File: config.mk
export PLATFORM = sky130hd
export DESIGN_NAME = decoder_addr_seq
export DESIGN_NICKNAME = d
export VERILOG_FILES = /design/src/rtl/decoder_addr_seq.sv
export SDC_FILE = /design/constraint.sdc
export NUM_CORES = 1
export LEC_CHECK = 0
export ABC_AREA = 1
export BUFFER_PORTS_ARGS = -buffer_cell sky130_fd_sc_hd__buf_2
export CAP_MARGIN = 15
export CORE_MARGIN = 2
export CORE_UTILIZATION = 60
export CTS_BUF_LIST = sky130_fd_sc_hd__clkbuf_4 sky130_fd_sc_hd__clkbuf_8
export CTS_CLUSTER_DIAMETER = 200
export DETAILED_ROUTE_END_ITERATION = 16
export HOLD_SLACK_MARGIN = 0.02
export PLACE_DENSITY = 0.79
export SETUP_SLACK_MARGIN = 0.3
export SLEW_MARGIN = 20
export SYNTH_ARGS = -nofsm -noshare
export SYNTH_HDL_FRONTEND = slang
export SYNTH_SLANG_ARGS = --single-unit
File: constraint.sdc
create_clock -name clk -period 1.8 [get_ports clk]
set_input_delay 0.45 -clock clk [delete_from_list [all_inputs] [get_ports clk]]
set_output_delay 0.45 -clock clk [all_outputs]
set_load 0.05 [all_outputs]
File: src/rtl/decoder_addr_seq.sv
// decoder_addr_seq: prescaled 3-bit address sequencer feeding a 3-to-8 decoder.
// A prescaler divides the clock into step ticks. On each tick the address
// counts up, counts down, ping-pongs or holds, depending on mode. A parallel
// load overrides the step and restarts the prescaler. step_pulse and wrap are
// registered single-cycle strobes that line up with the new address value.
module decoder_addr_seq #(
    parameter int TICK_DIV = 4,
    parameter int DIV_W    = 16
) (
    input  logic       clk,
    input  logic       rst,
    input  logic       en,
    input  logic [1:0] mode,
    input  logic       load,
    input  logic [2:0] load_addr,
    output logic [2:0] address,
    output logic       dir,
    output logic       step_pulse,
    output logic       wrap
);

    localparam logic [DIV_W-1:0] DIV_LAST = DIV_W'(TICK_DIV - 1);
    localparam logic [1:0] MODE_HOLD = 2'b00;
    localparam logic [1:0] MODE_UP   = 2'b01;
    localparam logic [1:0] MODE_DOWN = 2'b10;
    localparam logic [1:0] MODE_PING = 2'b11;

    logic [DIV_W-1:0] div_cnt_q, div_cnt_d;
    logic [2:0]       address_q, address_d;
    logic             dir_q, dir_d;
    logic             step_pulse_q, step_pulse_d;
    logic             wrap_q, wrap_d;
    logic             tick;

    // Prescaler tick: fires on the last count of an enabled period
    always_comb begin
        tick = en && (div_cnt_q == DIV_LAST);
    end

    // Prescaler next value: load restarts the period, en low freezes it
    always_comb begin
        div_cnt_d = div_cnt_q;
        if (load) begin
            div_cnt_d = '0;
        end else if (en) begin
            if (tick) begin
                div_cnt_d = '0;
            end else begin
                div_cnt_d = div_cnt_q + DIV_W'(1);
            end
        end
    end

    // Address, direction and strobe next values; load beats a coincident tick
    always_comb begin
        address_d    = address_q;
        dir_d        = dir_q;
        step_pulse_d = 1'b0;
        wrap_d       = 1'b0;
        if (load) begin
            address_d = load_addr;
        end else if (tick) begin
            case (mode)
                MODE_UP: begin
                    address_d    = address_q + 3'd1;
                    dir_d        = 1'b0;
                    step_pulse_d = 1'b1;
                    wrap_d       = (address_q == 3'd7);
                end
                MODE_DOWN: begin
                    address_d    = address_q - 3'd1;
                    dir_d        = 1'b1;
                    step_pulse_d = 1'b1;
                    wrap_d       = (address_q == 3'd0);
                end
                MODE_PING: begin
                    step_pulse_d = 1'b1;
                    if (!dir_q) begin
                        if (address_q == 3'd7) begin
                            address_d = 3'd6;
                            dir_d     = 1'b1;
                            wrap_d    = 1'b1;
                        end else begin
                            address_d = address_q + 3'd1;
                        end
                    end else begin
                        if (address_q == 3'd0) begin
                            address_d = 3'd1;
                            dir_d     = 1'b0;
                            wrap_d    = 1'b1;
                        end else begin
                            address_d = address_q - 3'd1;
                        end
                    end
                end
                MODE_HOLD: begin
                    address_d = address_q;
                end
                default: begin
                    address_d = address_q;
                end
            endcase
        end
    end

    // State registers with synchronous active-high reset
    always_ff @(posedge clk) begin
        if (rst) begin
            div_cnt_q    <= '0;
            address_q    <= 3'd0;
            dir_q        <= 1'b0;
            step_pulse_q <= 1'b0;
            wrap_q       <= 1'b0;
        end else begin
            div_cnt_q    <= div_cnt_d;
            address_q    <= address_d;
            dir_q        <= dir_d;
            step_pulse_q <= step_pulse_d;
            wrap_q       <= wrap_d;
        end
    end

    assign address    = address_q;
    assign dir        = dir_q;
    assign step_pulse = step_pulse_q;
    assign wrap       = wrap_q;

endmodule

## Word-level counts from Yosys, hierarchy flattened

Cells that the tools add are included.

- Output and inout bits: 6
- Register bits: 22
- Input bits: 9
- Logic and storage cells: 41

- Bitwise operators: 2
- Muxes and demuxes: 15
- Reduce and logical (&&, ||, !) cells: 10
- Add/sub/neg operators: 3
- Eq/ne operators: 6

Operators by type and width:

| operator | number |
|---|---|
| $add A16 B1 Y16 const B | 1 |
| $eq A16 B2 Y1 const B | 1 |
| $mux W16 | 1 |
| $mux W3 | 5 |
| $pmux W3 S3 | 1 |
| $mux W1 | 6 |
| $pmux W1 S3 | 2 |
| $reduce_or A3 Y1 | 2 |
| $eq A2 B2 Y1 const B | 2 |
| $add A3 B1 Y3 const B | 1 |
| $eq A3 B3 Y1 const B | 1 |
| $logic_not A3 Y1 | 1 |
| $reduce_and A3 Y1 | 1 |
| $reduce_bool A3 Y1 | 1 |
| $sub A3 B1 Y3 const B | 1 |
| $eq A2 B1 Y1 const B | 1 |
| $logic_not A2 Y1 | 1 |
| $ne A2 B2 Y1 const B | 1 |
| $not A1 Y1 | 2 |
| $reduce_and A2 Y1 | 1 |
| $reduce_bool A2 Y1 | 1 |
| $reduce_or A2 Y1 | 1 |
| $logic_and A1 B1 Y1 | 1 |

## Depth between registers and ports, before layout

Gate-level depths: netlist of the first run.

- Depth after elaboration: 6
- Depth in mapped cells: 11
- Gate-level depth less buffers: 11

## Least setup slack after synthesis of the first run

OpenSTA, ideal clock, no wires.

- Kind: register to register
- Start point: register address_q[0] (netlist: address[0])
- End point: register address_q[1] (netlist: address[1])
- Arrival: 1.550 ns
- Data required time: 1.691 ns
- Setup time: 0.109 ns
- Slack: 0.140 ns
- Buffers on the path: 0
- Period minus slack after synthesis: 1.660 ns
- Stages on the path, launching flop included: 11
- Cell sequence: dfxtp_1 -> inv_1 -> ha_1 -> inv_1 -> nand3_1 -> nand3_1 -> nand2_1 -> nand2_1 -> nand2_1 -> nand2_1 -> nor2_1

- Cells in the longest elaborated chain, start to end: 6
- Elaborated cells between the ends (all ways): 10
- Classes of those cells: add/sub: 2; eq/ne: 1; mux: 6; reduce/logical: 1

RTL lines:

| element | RTL line | RTL |
|---|---|---|
| start, declared | 29 | `logic [2:0] address_q, address_d;` |
| start signal, assigned | 116 | `address_q <= address_d;` |
| $add A3 B1 Y3 (tied with other cells) | 65, 84 |  |
| $mux W3, on equally long branches | 79, 87 |  |
| $mux W3 | 78 | `if (!dir_q) begin` |
| $pmux W3 S3 * | 63 | `case (mode)` |
| $mux W3 * | 62 | `end else if (tick) begin` |
| $mux W3 * | 60 | `if (load) begin` |

Every way passes the cells marked *; elsewhere a longest branch is shown, timed or not. The select of a mux whose other input is x is not followed.
A chain may end at the register's enable or synchronous reset.

## Worst setup path after layout of the first run

- Start point: register address_q[2] (netlist: address[2])
- End point: output address[2]

RTL lines:

| element | RTL line | RTL |
|---|---|---|
| end, declared | 16 | `output logic [2:0] address,` |

No word-level cell between the ends.

==> implementation parameters, run 1 <==
Parameter                              Value

Place
  Routability Congestion    about 0.9
  Number of buffers added on ports    14
  Detailed Place HPWL    around 2400 um
  Placed Instances    about 260

Drt
  Wire length on met1    1420 um
  Remaining design rule violation count    0
  Number of nets still failing antenna checks after routing    0
  Per-cell via count in the routed design    roughly 5.2
  Met2 WL    1341 um
  Total length of routed met3 wires    about 190 um
  Final routed wire length divided by cell count    11.13 um
  Highest layer used for signal routing    met4
  Initial DRC count    38
  Detailed-route via count    1405
  Number of optimization iterations in the first detailed-route pass    4
  Total Routed Length    2983 um

Setup path
  Worst path required time    1.35 ns
  Family with the most delay on the worst path    flip-flops
  Slowest library cell on the worst path    sky130_fd_sc_hd__dfxtp_1
  Reg2reg end    div_cnt_q[15]
  Reg-to-reg startpoint    div_cnt_q[7]
  Maximum fanout count along the critical path    5
  Element type at the critical path end    output port
  Buffering stage count on the worst path with inverters included    1
  R2R depth    7
  Worst reg-to-reg setup slack    approximately 0.38 ns
  Arrival time worst endpoint    about 0.98 ns
  Worst path max stage delay    ~0.42 ns
  Critical Path, Cell by Cell    clkbuf_4
  Class of the most critical setup path    reg2out
  Critical path startpoint category    flip-flop

Power
  Fraction of power consumed by the clock network    between 20% and 30%
  Share of total power in combinational logic    between 10% and 20%
  Power dissipated by switching net loads    0.0002377 W
  Final Power    0.0008555 W
  Leakage Power    just over 0.7 nW
  Total power density per cell area    542.6 mW/mm2
  Worst voltage drop across the vdd grid    0.6699 mV
  Switching fraction of total power    roughly 28%
  Cell-internal power    a little over 0.0006 W
  Sequential fraction of design power    roughly three fifths

Finish
  Non-filler instance count after layout    roughly 270
  Total Nets Final    about 260
  Proportion of layout cells with a drive suffix above 1    19.17%
  Total inserted antenna cells    0
  Area delta synth->final    10.92%
  Core occupancy in the finished layout    ~71%
  Filler Cell Count    just under 200

Timing
  Final hold slack    about 0.39 ns
  Post-Route Skew    0.001578 ns
  Min cycle time layout    1.435 ns
  Max-slew headroom at the worst pin    approximately three quarters
  # setup viols final    0
  Final clock period utilization by the worst path    79.70%
  Hold violation count in the final report    0
  Setup repair after global routing missed its margin    yes
  Final-layout setup total negative slack    0 ns
  Final max-slew violation count    0
  Maximum clock rate    about 700 MHz
  Transition time at the pin with the least slew margin    ~0.37 ns

Clock tree
  CTS root buf    sky130_fd_sc_hd__clkbuf_4
  H-tree depth    1
  Sink Count    22
  Number of buffers on the longest clock path    2
  CTS clock-pin slew for the worst setup and hold paths    between 0.1 and 0.15 ns
  TritonCTS buffer count    3
  Worst-Skew Late Latency    around 0.30 ns
  Clock tree from TritonCTS    yes

GRT
  Wire length of the first global-routing pass    4940 um
  Pin count of the biggest net entering global routing    12
  Antenna violations before repair    0
  Overall routing resource usage    a little under a quarter
  Vias in the first global route    around 1200
  Total congestion overflow after global routing    0

Synth
  Post-synthesis net count    between 200 and 250
  Number of distinct library cell variants in the gate-level netlist after synthesis    26
  Synth Instances    between 200 and 250
  Synthesis Warnings    0
  Flops & latches, synth    22
  Sequential cell area fraction in the yosys report    between 30 and 40%
  Post-synthesis instance area    between 0.001 and 0.0015 mm2
  Avg Synthesized Cell Area    ~6.4 um2

Hold path
  Worst hold stages    2
  Worst hold endpoint    address[0]
  HP Start    rst
  Class of the tightest hold or removal check    in2reg

Floorplanning
  Die X    52.67 um
  Cell row count    17
  Starting density of the core    a little under two thirds
  Die H    52.67 um
  Die area    approximately 0.0028 mm2
  I/O Pins    15
  Core area    0.002233 mm2

Job
  Number of violations of the max-capacitance limit    0

Outcome
  Status    complete, no violations
[synth_stat cells]
| cell | n | area share [%] |
|---|---|---|
| sky130_fd_sc_hd__a21oi_1 | 8 | 2.8 |
| sky130_fd_sc_hd__and2_1 | 1 | 0.44 |
| sky130_fd_sc_hd__buf_6 | 1 | 0.79 |
| sky130_fd_sc_hd__dfxtp_1 | 22 | 31 |
| sky130_fd_sc_hd__ha_1 | 6 | 5.3 |
| sky130_fd_sc_hd__inv_1 | 26 | 6.9 |
| sky130_fd_sc_hd__inv_2 | 2 | 0.53 |
| sky130_fd_sc_hd__nand2_1 | 56 | 15 |
| sky130_fd_sc_hd__nand2_2 | 2 | 0.88 |
| sky130_fd_sc_hd__nand3_1 | 21 | 7.4 |
| sky130_fd_sc_hd__nand3_2 | 2 | 1.4 |
| sky130_fd_sc_hd__nand3_4 | 1 | 1.2 |
| sky130_fd_sc_hd__nand4_1 | 2 | 0.88 |
| sky130_fd_sc_hd__nand4_2 | 1 | 0.88 |
| sky130_fd_sc_hd__nor2_1 | 47 | 12 |
| sky130_fd_sc_hd__nor2_2 | 4 | 1.8 |
| sky130_fd_sc_hd__nor2_4 | 2 | 1.6 |
| sky130_fd_sc_hd__nor3_1 | 2 | 0.70 |
| sky130_fd_sc_hd__nor3_2 | 1 | 0.70 |
| sky130_fd_sc_hd__nor3_4 | 1 | 1.1 |
| sky130_fd_sc_hd__nor3b_1 | 1 | 0.53 |
| sky130_fd_sc_hd__nor3b_2 | 1 | 0.88 |
| sky130_fd_sc_hd__o21a_1 | 1 | 0.53 |
| sky130_fd_sc_hd__o21ai_0 | 7 | 2.5 |
| sky130_fd_sc_hd__or2_2 | 2 | 0.88 |
| sky130_fd_sc_hd__xor2_1 | 2 | 1.2 |
[placed cells by master, fill, tap and decap left out, types with 3 or more instances in the layout]
cell type                  count
sky130_fd_sc_hd__dfxtp_1      17
sky130_fd_sc_hd__clkbuf_4      4
sky130_fd_sc_hd__nand2_1      55
sky130_fd_sc_hd__buf_2        12
sky130_fd_sc_hd__buf_4         3
sky130_fd_sc_hd__dfxtp_2       5
sky130_fd_sc_hd__ha_1          5
sky130_fd_sc_hd__nor2_1       46
sky130_fd_sc_hd__o21ai_0       7
sky130_fd_sc_hd__inv_1        26
sky130_fd_sc_hd__a21oi_1       8
sky130_fd_sc_hd__nor2_2        5
sky130_fd_sc_hd__nand3_1      21
[power groups by stage]
| stage | logic (W) | registers, W | clock network, W |
|---|---|---|---|
| floorplan | 0.0000744 | 0.000529 | 0 |
| global placement | 0.000125 | 0.000512 | 0 |
| detailed placement | 0.000127 | 0.000512 | 0 |
| CTS | 0.000128 | 0.000501 | 0.000226 |
| global route | 0.000154 | 0.000503 | 0.000250 |
| finish | 0.000133 | 0.000501 | 0.000221 |
[flip-flops by register name (all words and copies together), names as in the netlist]
register and cells:
dir 1, wrap 1, address 3, div_cnt_q 16, step_pulse 1
[worst register-to-register path, delay by kind of cell (launching register included)]
family | cells | cell delay [ns]
and+or+nand+nor | 7 | 0.86
DFF | 1 | 0.46
[layout make-up]
cell class,instances,area [um2],area share [%]
Timing Repair Buffer,16,90.09,5.714
Clock buffer,3,22.52,1.429
Tap cell,28,35.03,2.222
Sequential cell,22,446.7,28.33
Inverter,28,105.1,6.667
Multi-Input combinational cell,171,877.1,55.63
[worst max-delay path by stage]
stage | start | end | cells after the start
after floorplan | address[2] | address[2] | 6
after global placement | rst | div_cnt_q[9] | 6
after detailed placement | div_cnt_q[0] | div_cnt_q[15] | 10
after CTS | div_cnt_q[0] | div_cnt_q[15] | 10
after global routing | address[1] | address[0] | 10
final | address[2] | address[2] | 1
[per-stage QoR]
stage	worst slack, ns	cell area [um2]
after floorplan	0.3247	1424
after CTS	0.3173	1548
after global routing	0.2878	1577
after global placement	0.3844	1518
after detailed placement	0.3071	1518
final	0.3654	1577
[routing by layer]
metal  vias up  track usage (%)
li1        739                -
met1       623            31.59
met2        39            39.17
met3         4            6.000
met4         0            3.846
met5         -                0
[cell families (layout without fill, tap and decap cells)]
family	after synthesis	count (layout)	synth area share, %
xor gates and xnor gates	2	2	1.233
DFF	22	22	30.99
adders and majority gates	6	6	5.282
AOI/OAI and AO/OA	16	16	5.810
buffers and inverters	29	47	8.187
and+or+nand+nor	147	147	48.50
[repair_timing]
item | 4_1_cts | 5_1_grt
setup endpoints to repair | 8 | 17
pin swaps | 0 | 2
hold buffers | 0 | 0
buffers inserted | 0 | 2
gates resized for setup | 2 | 7
(Power assumes the default switching activity.)
==> run 2: changes to the inputs <==
--- a/config.mk
+++ b/config.mk
@@ -5,7 +5,7 @@
 export SDC_FILE = /design/constraint.sdc
 export NUM_CORES = 1
 export LEC_CHECK = 0
-export ABC_AREA = 1
+export ABC_AREA = 0
 export BUFFER_PORTS_ARGS = -buffer_cell sky130_fd_sc_hd__buf_2
 export CAP_MARGIN = 15
 export CORE_MARGIN = 2
@@ -14,7 +14,7 @@
 export CTS_CLUSTER_DIAMETER = 200
 export DETAILED_ROUTE_END_ITERATION = 16
 export HOLD_SLACK_MARGIN = 0.02
-export PLACE_DENSITY = 0.79
+export PLACE_DENSITY = 0.8
 export SETUP_SLACK_MARGIN = 0.3
 export SLEW_MARGIN = 20
 export SYNTH_ARGS = -nofsm -noshare
==> constraint.sdc (replaced) <==
create_clock -name clk -period 1.4 [get_ports clk]
set_input_delay 0.35 -clock clk [delete_from_list [all_inputs] [get_ports clk]]
set_output_delay 0.35 -clock clk [all_outputs]
set_load 0.05 [all_outputs]
==> run 2 against run 1 <==
The flow now stops in global routing. Area after synthesis is 7.7% lower. Synthesized cell count down 34%.
==> implementation parameters, run 2 <==
Parameter                              Value

Synth
  Area fraction of the dominant cell type after synthesis    between 30% and 40%
  Post-synthesis instance area    ~0.0013 mm2
  Sequential cell area fraction in the yosys report    around a third
  Post-synthesis net count    between 150 and 200
  Dominant cell type by area after synthesis    sky130_fd_sc_hd__dfxtp_1
  Synth cell count leaders    22 x sky130_fd_sc_hd__dfxtp_1, 19 x sky130_fd_sc_hd__nor2_1, 14 x sky130_fd_sc_hd__xor2_1
  Synthesis Warnings    0
  Number of distinct library cell variants in the gate-level netlist after synthesis    between 40 and 50
  Avg Synthesized Cell Area    roughly 8.9 um2
  Leading cell type by number of instances after synthesis    sky130_fd_sc_hd__dfxtp_1
  Synth Instances    roughly 150
  Leading register cell type out of synthesis    sky130_fd_sc_hd__dfxtp_1
  Asr flop ratio synth    0%
  Area contributors post-synth    sky130_fd_sc_hd__dfxtp_1 34%, sky130_fd_sc_hd__xor2_1 9.3%, sky130_fd_sc_hd__ha_1 5.7%
  Flops & latches, synth    22
  Count of flip-flops with a built-in enable after synthesis    0

Clock tree
  CTS root buf    sky130_fd_sc_hd__clkbuf_4
  Sink Count    22
  TritonCTS buffer count    3
  Number of buffers on the longest clock path    2
  H-tree depth    1

Floorplanning
  I/O Pins    15
  Die X    just over 50 um
  Cell row count    16
  Die H    50.77 um
  Starting density of the core    64.91%

Place
  Detailed Place HPWL    about 2500 um
  Routability Congestion    1.009
  Number of buffers added on ports    14

Outcome
  Status    stopped before the end
  Terminating stage of the flow    global routing
  Tool error    [ERROR DPL-0038] Utilization greater than 100%, impossible to legalize

GRT
  Pin count of the biggest net entering global routing    14

Timing
  Endpoint pin with the least setup slack after global-route repair    address[2]$_SDFFE_PP0P_/D
  Worst-path end type    register data pin
==> run 2: changes by cell type after synthesis, sizes merged, moves of 5 or more <==
cell / previous run / this run
nand2: 58 / 10
nor2: 53 / 19
inv: 28 / 7
nand3: 24 / 8
xor2: 2 / 14
nor4: 0 / 5
==> run 2: logic make-up after synthesis <==
logic type | Yosys count | share of synthesized area (%)
and+or+nand+nor | 68 | 32.60
AOI/OAI and AO/OA | 22 | 12.30
DFF | 22 | 33.56
xor gates and xnor gates | 15 | 10.01
buffers and inverters | 13 | 4.957
adders and majority gates | 6 | 5.720
muxes | 1 | 0.8579
==> run 2: stage by stage <==
stage                     worst slack (ns)  instance area (um2)  std cells  utilization, %
after floorplan                    -0.2761                 1375        147               -
after CTS                          -0.1685                 1969        228           97.40
after detailed placement           -0.1832                 1687        216           83.42
after global placement             -0.1422                 1687        216           83.42
==> run 2: timing repair <==
item                       in CTS
pin swaps                       4
hold buffers                    0
gates resized for setup        50
cloned                          1
buffers inserted                7
setup endpoints to repair      28
==> run 3: changes to the inputs <==
==> config.mk (replaced) <==
export PLATFORM = sky130hd
export DESIGN_NAME = decoder_addr_seq
export DESIGN_NICKNAME = d
export VERILOG_FILES = /design/src/rtl/decoder_addr_seq.sv
export SDC_FILE = /design/constraint.sdc
export NUM_CORES = 1
export LEC_CHECK = 0
export ABC_AREA = 0
export BUFFER_PORTS_ARGS = -buffer_cell sky130_fd_sc_hd__buf_2
export CAP_MARGIN = 15
export CORE_AREA = 2 2 63 65
export DETAILED_ROUTE_END_ITERATION = 16
export DIE_AREA = 0 0 65 67
export PLACE_DENSITY_LB_ADDON = 0.15
export SLEW_MARGIN = 20
export SYNTH_ARGS = -nofsm -noshare
export SYNTH_HDL_FRONTEND = slang
export SYNTH_SLANG_ARGS = --single-unit
==> run 3 against run 2 <==
Area after synthesis unchanged. The flow now finishes, with violations (negative setup slack). Synthesized cell count unchanged.
==> implementation parameters, run 3 <==
Parameter                              Value

Outcome
  Status    complete, but fails checks
  Violations in the final reports    negative setup slack

Synth
  Avg Synthesized Cell Area    8.929 um2
  Area fraction of the dominant cell type after synthesis    between 30% and 40%
  Leading register cell type out of synthesis    sky130_fd_sc_hd__dfxtp_1
  Count of flip-flops with a built-in enable after synthesis    0
  Sequential cell area fraction in the yosys report    between 30% and 40%
  Synthesis Warnings    0
  Asr flop ratio synth    0%
  Post-synthesis instance area    approximately 0.0013 mm2
  Number of distinct library cell variants in the gate-level netlist after synthesis    44
  Flops & latches, synth    22
  Leading cell type by number of instances after synthesis    sky130_fd_sc_hd__dfxtp_1
  Area contributors post-synth    sky130_fd_sc_hd__dfxtp_1 34%, sky130_fd_sc_hd__xor2_1 9.3%, sky130_fd_sc_hd__ha_1 5.7%
  Synth Instances    147
  Synth cell count leaders    22 x sky130_fd_sc_hd__dfxtp_1, 19 x sky130_fd_sc_hd__nor2_1, 14 x sky130_fd_sc_hd__xor2_1
  Dominant cell type by area after synthesis    sky130_fd_sc_hd__dfxtp_1
  Post-synthesis net count    approximately 160

Timing
  Final clock period utilization by the worst path    116.6%
  Max-slew headroom at the worst pin    approximately three quarters
  Transition time at the pin with the least slew margin    roughly 0.4 ns
  Maximum clock rate    between 600 and 700 MHz
  Min cycle time layout    1.632 ns
  # setup viols final    19
  Post-Route Skew    0.005986 ns
  Hold violation count in the final report    0
  Final max-slew violation count    0
  Smallest setup slack after layout    -0.2323 ns
  Setup repair after global routing missed its margin    yes

Place
  Setup slack after placement    -0.1894 ns
  Area after detailed placement    about 0.0017 mm2
  Routability Congestion    0.9041
  Detailed Place HPWL    ~2400 um
  Number of buffers added on ports    14

Finish
  Register Area    between 400 and 500 um2
  Area occupied by multi-input gates    0.001107 mm2
  Total inserted antenna cells    0
  Total Nets Final    around 220
  Commonest non-fill, non-tap cell in the layout    sky130_fd_sc_hd__buf_4
  Commonest cells after routing, fill and taps aside    34 x sky130_fd_sc_hd__buf_4, 17 x sky130_fd_sc_hd__dfxtp_1, 12 x sky130_fd_sc_hd__xor2_1, 12 x sky130_fd_sc_hd__buf_2, 10 x sky130_fd_sc_hd__nor2_4
  Most flop-heavy register    div_cnt_q
  Finished layout cell area    0.002127 mm2
  Filler Cell Count    around 300
  Core occupancy in the finished layout    about three fifths
  Proportion of layout cells with a drive suffix above 1    about 56%
  Max FFs per register    16
  Area delta synth->final    62.06%

GRT
  Vias in the first global route    about 1200
  Total congestion overflow after global routing    0
  Wire length of the first global-routing pass    approximately 5400 um
  Pin count of the biggest net entering global routing    13
  Overall routing resource usage    16.20%
  Antenna violations before repair    0

Floorplanning
  Starting density of the core    about 36%
  Core area    ~0.0036 mm2
  I/O Pins    15
  Die X    between 60 and 70 um
  Cell row count    22
  Die H    67 um
  Die area    0.004355 mm2

Setup path
  Maximum fanout count along the critical path    3
  Worst path required time    between 1.5 and 2 ns
  Element type at the critical path end    flip-flop
  Critical path startpoint category    flip-flop
  Class of the most critical setup path    reg2reg
  Arrival time worst endpoint    1.78 ns

Drt
  Initial DRC count    60
  Number of optimization iterations in the first detailed-route pass    4
  Detailed-route via count    approximately 1200
  Remaining design rule violation count    0
  Final routed wire length divided by cell count    approximately 14 um
  Total Routed Length    between 3000 and 4000 um
  Number of nets still failing antenna checks after routing    0
  Per-cell via count in the routed design    between 5 and 6

Hold path
  Class of the tightest hold or removal check    in2reg

Clock tree
  Sink Count    22
  TritonCTS buffer count    3
  Clock tree from TritonCTS    yes
  CTS root buf    sky130_fd_sc_hd__clkbuf_8
  Number of buffers on the longest clock path    2
  Worst-Skew Late Latency    about 0.26 ns
  H-tree depth    1
  CTS clock-pin slew for the worst setup and hold paths    around 0.080 ns

Power
  Total power density per cell area    ~620 mW/mm2
  Leakage Power    0.7946 nW
  Worst voltage drop across the vdd grid    0.2503 mV

Job
  Number of violations of the max-capacitance limit    0
==> run 3: cell counts after synthesis <==
Identical to the previous run, type by type.
==> run 3: cell type report <==
cell class,count,share of cell area [%]
Inverter,7,1.353
Tap cell,48,2.824
Clock buffer,4,2.118
Sequential cell,22,21.35
Timing Repair Buffer,54,20.29
Multi-Input combinational cell,112,52.06
==> run 3: per-layer routing <==
metal | up-vias | track usage (%) | routed length [um]
li1 | 625 | - | -
met1 | 581 | 20.33 | 1444
met2 | 35 | 28.48 | 1786
met3 | 4 | 2.534 | 149
met4 | 0 | 4.787 | 23
met5 | - | 0 | 0
==> run 3: cell families after synthesis <==
group                    count (synthesis)  share of synthesized area (%)
AND/OR/NAND/NOR                         68                          32.60
AO/OA/AOI/OAI                           22                          12.30
flip-flops                              22                          33.56
XOR/XNOR                                15                          10.01
buffers and inverters                   13                          4.957
adder cells (fa/ha/maj)                  6                          5.720
multiplexers                             1                         0.8579
==> run 3: worst paths after layout <==
check	endpoint	startpoint	slack [ns]	cells after the start
setup / recovery	address[2]	address[1]	-0.23	6
setup reg to reg	address[2]	address[1]	-0.23	6
hold reg to reg	div_cnt_q[0]	div_cnt_q[0]	0.63	3
hold / removal	div_cnt_q[1]	load	0.32	2
==> run 3: report_power, final <==
group | total [W] | switching [W] | leakage, nW | internal, W
logic | 0.000272 | 0.000150 | 0.591 | 0.000123
registers | 0.000639 | 0.00000817 | 0.181 | 0.000631
clock network | 0.000410 | 0.000207 | 0.0228 | 0.000203
total | 0.00132 | 0.000365 | 0.795 | 0.000956
==> run 3: worst max-delay path, stage by stage (launching register included) <==
cell                        delay (ns)
sky130_fd_sc_hd__dfxtp_4          0.37
sky130_fd_sc_hd__ha_4             0.16
sky130_fd_sc_hd__inv_4            0.05
sky130_fd_sc_hd__ha_4             0.19
sky130_fd_sc_hd__or3_4            0.34
sky130_fd_sc_hd__a2111oi_4        0.33
sky130_fd_sc_hd__nor4_2           0.08
==> run 3: through the flow <==
step / setup TNS, ns / hold slack [ns] / power (W) / instances
2_1_floorplan: -0.5651 / 0.4682 / 0.0007681 / 147
3_3_place_gp: -0.7794 / 0.5636 / 0.0008523 / 238
3_5_place_dp: -1.055 / 0.5761 / 0.0008536 / 238
4_1_cts: -2.043 / 0.3151 / 0.001289 / 246
5_1_grt: -3.669 / 0.3286 / 0.001380 / 247
6_report: -2.137 / 0.3246 / 0.001322 / 247
==> run 3: what timing repair did <==
item	4_1_cts	5_1_grt
pin swaps	10	17
hold buffers	0	0
setup buffers	3	1
resized for setup	16	46
cloned	1	0
setup endpoints to repair	21	24
==> run 4: changes to the inputs <==
--- a/config.mk
+++ b/config.mk
@@ -12,6 +12,7 @@
 export DETAILED_ROUTE_END_ITERATION = 16
 export DIE_AREA = 0 0 65 67
 export PLACE_DENSITY_LB_ADDON = 0.15
+export REMOVE_ABC_BUFFERS = 1
 export SLEW_MARGIN = 20
 export SYNTH_ARGS = -nofsm -noshare
 export SYNTH_HDL_FRONTEND = slang
==> run 4 against run 3 <==
The run still ends with negative setup slack left. Cell area is 1.2% higher. Die area stayed put. Sequential power hardly changed. Register-to-register slack better by 0.04 ns. Critical path depth stayed put. First-iteration DRC count is 10% lower. Via count is 0.80% higher. Clock power is 46% higher. Global-route usage is 1.4 points higher. Highest routed layer unchanged.
==> implementation parameters, run 4 (synthesis results as in run 3) <==
Parameter                              Value

Outcome
  Status    complete, but fails checks
  Violations in the final reports    negative setup slack

Floorplanning
  Die area    about 0.0044 mm2
  Starting density of the core    between 30% and 40%
  I/O Pins    15
  Cell row count    22
  Core area    about 0.0036 mm2
  Die X    65 um
  Die H    roughly 67 um

Setup path
  Crit path launch    address[0]
  Worst path max stage delay    0.34 ns
  Worst path required time    1.56 ns
  Element type at the critical path end    flip-flop
  Critical Path Most Common Cell    sky130_fd_sc_hd__ha_1
  Slowest library cell on the worst path    sky130_fd_sc_hd__dfxtp_2
  Worst reg-to-reg setup slack    -0.19 ns
  Buffering stage count on the worst path with inverters included    1
  Family with the most delay on the worst path    adder cells
  Maximum fanout count along the critical path    2
  Critical path startpoint category    flip-flop
  Reg2reg end    address[2]
  Critical path destination    address[2]
  Critical Path, Cell by Cell    ha_1 -> inv_1 -> ha_1 -> or3_4 -> a2111oi_4 -> nor4_1
  R2R depth    6
  Reg-to-reg startpoint    address[0]
  Arrival time worst endpoint    approximately 1.8 ns
  Class of the most critical setup path    reg2reg
  Number of cells on the critical path    6

Timing
  Smallest setup slack after layout    -0.1909 ns
  Final max-slew violation count    0
  Transition time at the pin with the least slew margin    0.3998 ns
  Final clock period utilization by the worst path    113.6%
  Post-Route Skew    around 0.0013 ns
  Setup repair after global routing missed its margin    yes
  # setup viols final    22
  Min cycle time layout    between 1.5 and 2 ns
  Hold violation count in the final report    0
  Maximum clock rate    628.6 MHz
  Max-slew headroom at the worst pin    approximately 73%

Power
  Leakage Power    between 0.8 and 0.9 nW
  Share of total power in combinational logic    18.1%
  Fraction of power consumed by the clock network    39.8%
  Power dissipated by switching net loads    approximately 0.00037 W
  Cell-internal power    0.001139 W
  Total power density per cell area    around 700 mW/mm2
  Worst voltage drop across the vdd grid    0.4831 mV
  Switching fraction of total power    ~25%
  Sequential fraction of design power    between 40% and 50%

Drt
  Detailed-route via count    about 1300
  Initial DRC count    54
  Total Routed Length    around 3500 um
  Final routed wire length divided by cell count    between 10 and 15 um
  Per-cell via count in the routed design    approximately 5
  Number of nets still failing antenna checks after routing    0
  Remaining design rule violation count    0
  Number of optimization iterations in the first detailed-route pass    4

GRT
  Antenna violations before repair    0
  Pin count of the biggest net entering global routing    14
  Vias in the first global route    ~1300
  Total congestion overflow after global routing    0
  Wire length of the first global-routing pass    between 5000 and 6000 um
  Overall routing resource usage    about 18%

Finish
  Commonest cells after routing, fill and taps aside    38 x sky130_fd_sc_hd__buf_4, 17 x sky130_fd_sc_hd__dfxtp_1, 13 x sky130_fd_sc_hd__nor2_4
  Core occupancy in the finished layout    between 50 and 60%
  Proportion of layout cells with a drive suffix above 1    54.63%
  Total inserted antenna cells    0
  Area delta synth->final    63.97%
  Commonest non-fill, non-tap cell in the layout    sky130_fd_sc_hd__buf_4
  Max FFs per register    16
  Register Area    449.2 um2
  Area occupied by multi-input gates    0.001045 mm2
  Most flop-heavy register    div_cnt_q
  Finished layout cell area    ~0.0022 mm2
  Non-filler instance count after layout    approximately 250
  Filler Cell Count    between 300 and 400
  Total Nets Final    between 200 and 250

Clock tree
  Number of buffers on the longest clock path    2
  CTS clock-pin slew for the worst setup and hold paths    0.08 ns
  Worst-Skew Late Latency    between 0.2 and 0.3 ns
  TritonCTS buffer count    3
  Clock tree from TritonCTS    yes
  H-tree depth    1
  CTS root buf    sky130_fd_sc_hd__clkbuf_8
  Quantity of hold-fixing buffers added after cts    0
  Sink Count    22

Place
  Routability Congestion    just over 0.9
  Detailed Place HPWL    between 2000 and 2500 um
  Number of buffers added on ports    14
  Placed Instances    240
  Area after detailed placement    0.001694 mm2
  Setup slack after placement    -0.2499 ns

Hold path
  Class of the tightest hold or removal check    in2reg

Job
  Number of violations of the max-capacitance limit    0
[run 4: cell types whose count changed in the layout (fill, tap and decap cells not counted), moves of 3 or more]
cell | before | now
sky130_fd_sc_hd__nor2_4 | 10 | 13
sky130_fd_sc_hd__ha_4 | 5 | 1
sky130_fd_sc_hd__buf_6 | 3 | 8
sky130_fd_sc_hd__buf_4 | 34 | 38
[run 4: worst min path at each step]
stage | slack, ns | start | to | depth (start not counted)
final | 0.35 | load | div_cnt_q[1] | 2
after floorplan | 0.42 | rst | dir | 1
after detailed placement | 0.59 | div_cnt_q[8] | div_cnt_q[8] | 3
after CTS | 0.34 | load_addr[2] | address[2] | 3
after global placement | 0.57 | div_cnt_q[6] | div_cnt_q[6] | 2
after global routing | 0.36 | load | div_cnt_q[1] | 2
[run 4: power groups by stage]
stage	Combinational [W]	Clock, W	Sequential (W)
5_1_grt	0.000290	0.000648	0.000638
4_1_cts	0.000240	0.000618	0.000638
3_5_place_dp	0.000200	0	0.000651
3_3_place_gp	0.000198	0	0.000650
6_report	0.000273	0.000600	0.000637
2_1_floorplan	0.0000697	0	0.000675
[run 4: what timing repair did]
action | CTS | global route
setup buffers | 7 | 1
gates resized for setup | 29 | 45
setup endpoints to repair | 23 | 26
gates cloned | 1 | 0
pin swaps | 10 | 19
[run 4: per-stage QoR]
stage	hold slack, ns	total power [W]	setup TNS (ns)
global placement	0.5717	0.0008480	-2.404
finish	0.3499	0.001510	-3.245
detailed placement	0.5875	0.0008509	-2.807
CTS	0.3403	0.001496	-2.712
floorplan	0.4191	0.0007449	-1.961
global route	0.3556	0.001575	-4.387
[run 4: routing by layer]
| layer | up-vias | share of wire, % | GRT usage [%] | wire length (um) |
|---|---|---|---|---|
| met3 | 2 | 3.5 | 4.054 | 124 |
| met4 | 0 | 0.54 | 3.989 | 19 |
| met1 | 600 | 48 | 23.61 | 1711 |
| met5 | - | 0 | 0 | 0 |
| met2 | 16 | 48 | 28.74 | 1685 |
| li1 | 637 | - | - | - |
[run 4: layout make-up]
| class | count | area share [%] |
|---|---|---|
| multi-input cells | 112 | 48.55 |
| inverters | 7 | 1.221 |
| clock inverters | 1 | 1.395 |
| clock buffers | 3 | 1.919 |
| repair buffers | 60 | 23.26 |
| well taps | 48 | 2.791 |
| flip-flops and latches | 22 | 20.87 |
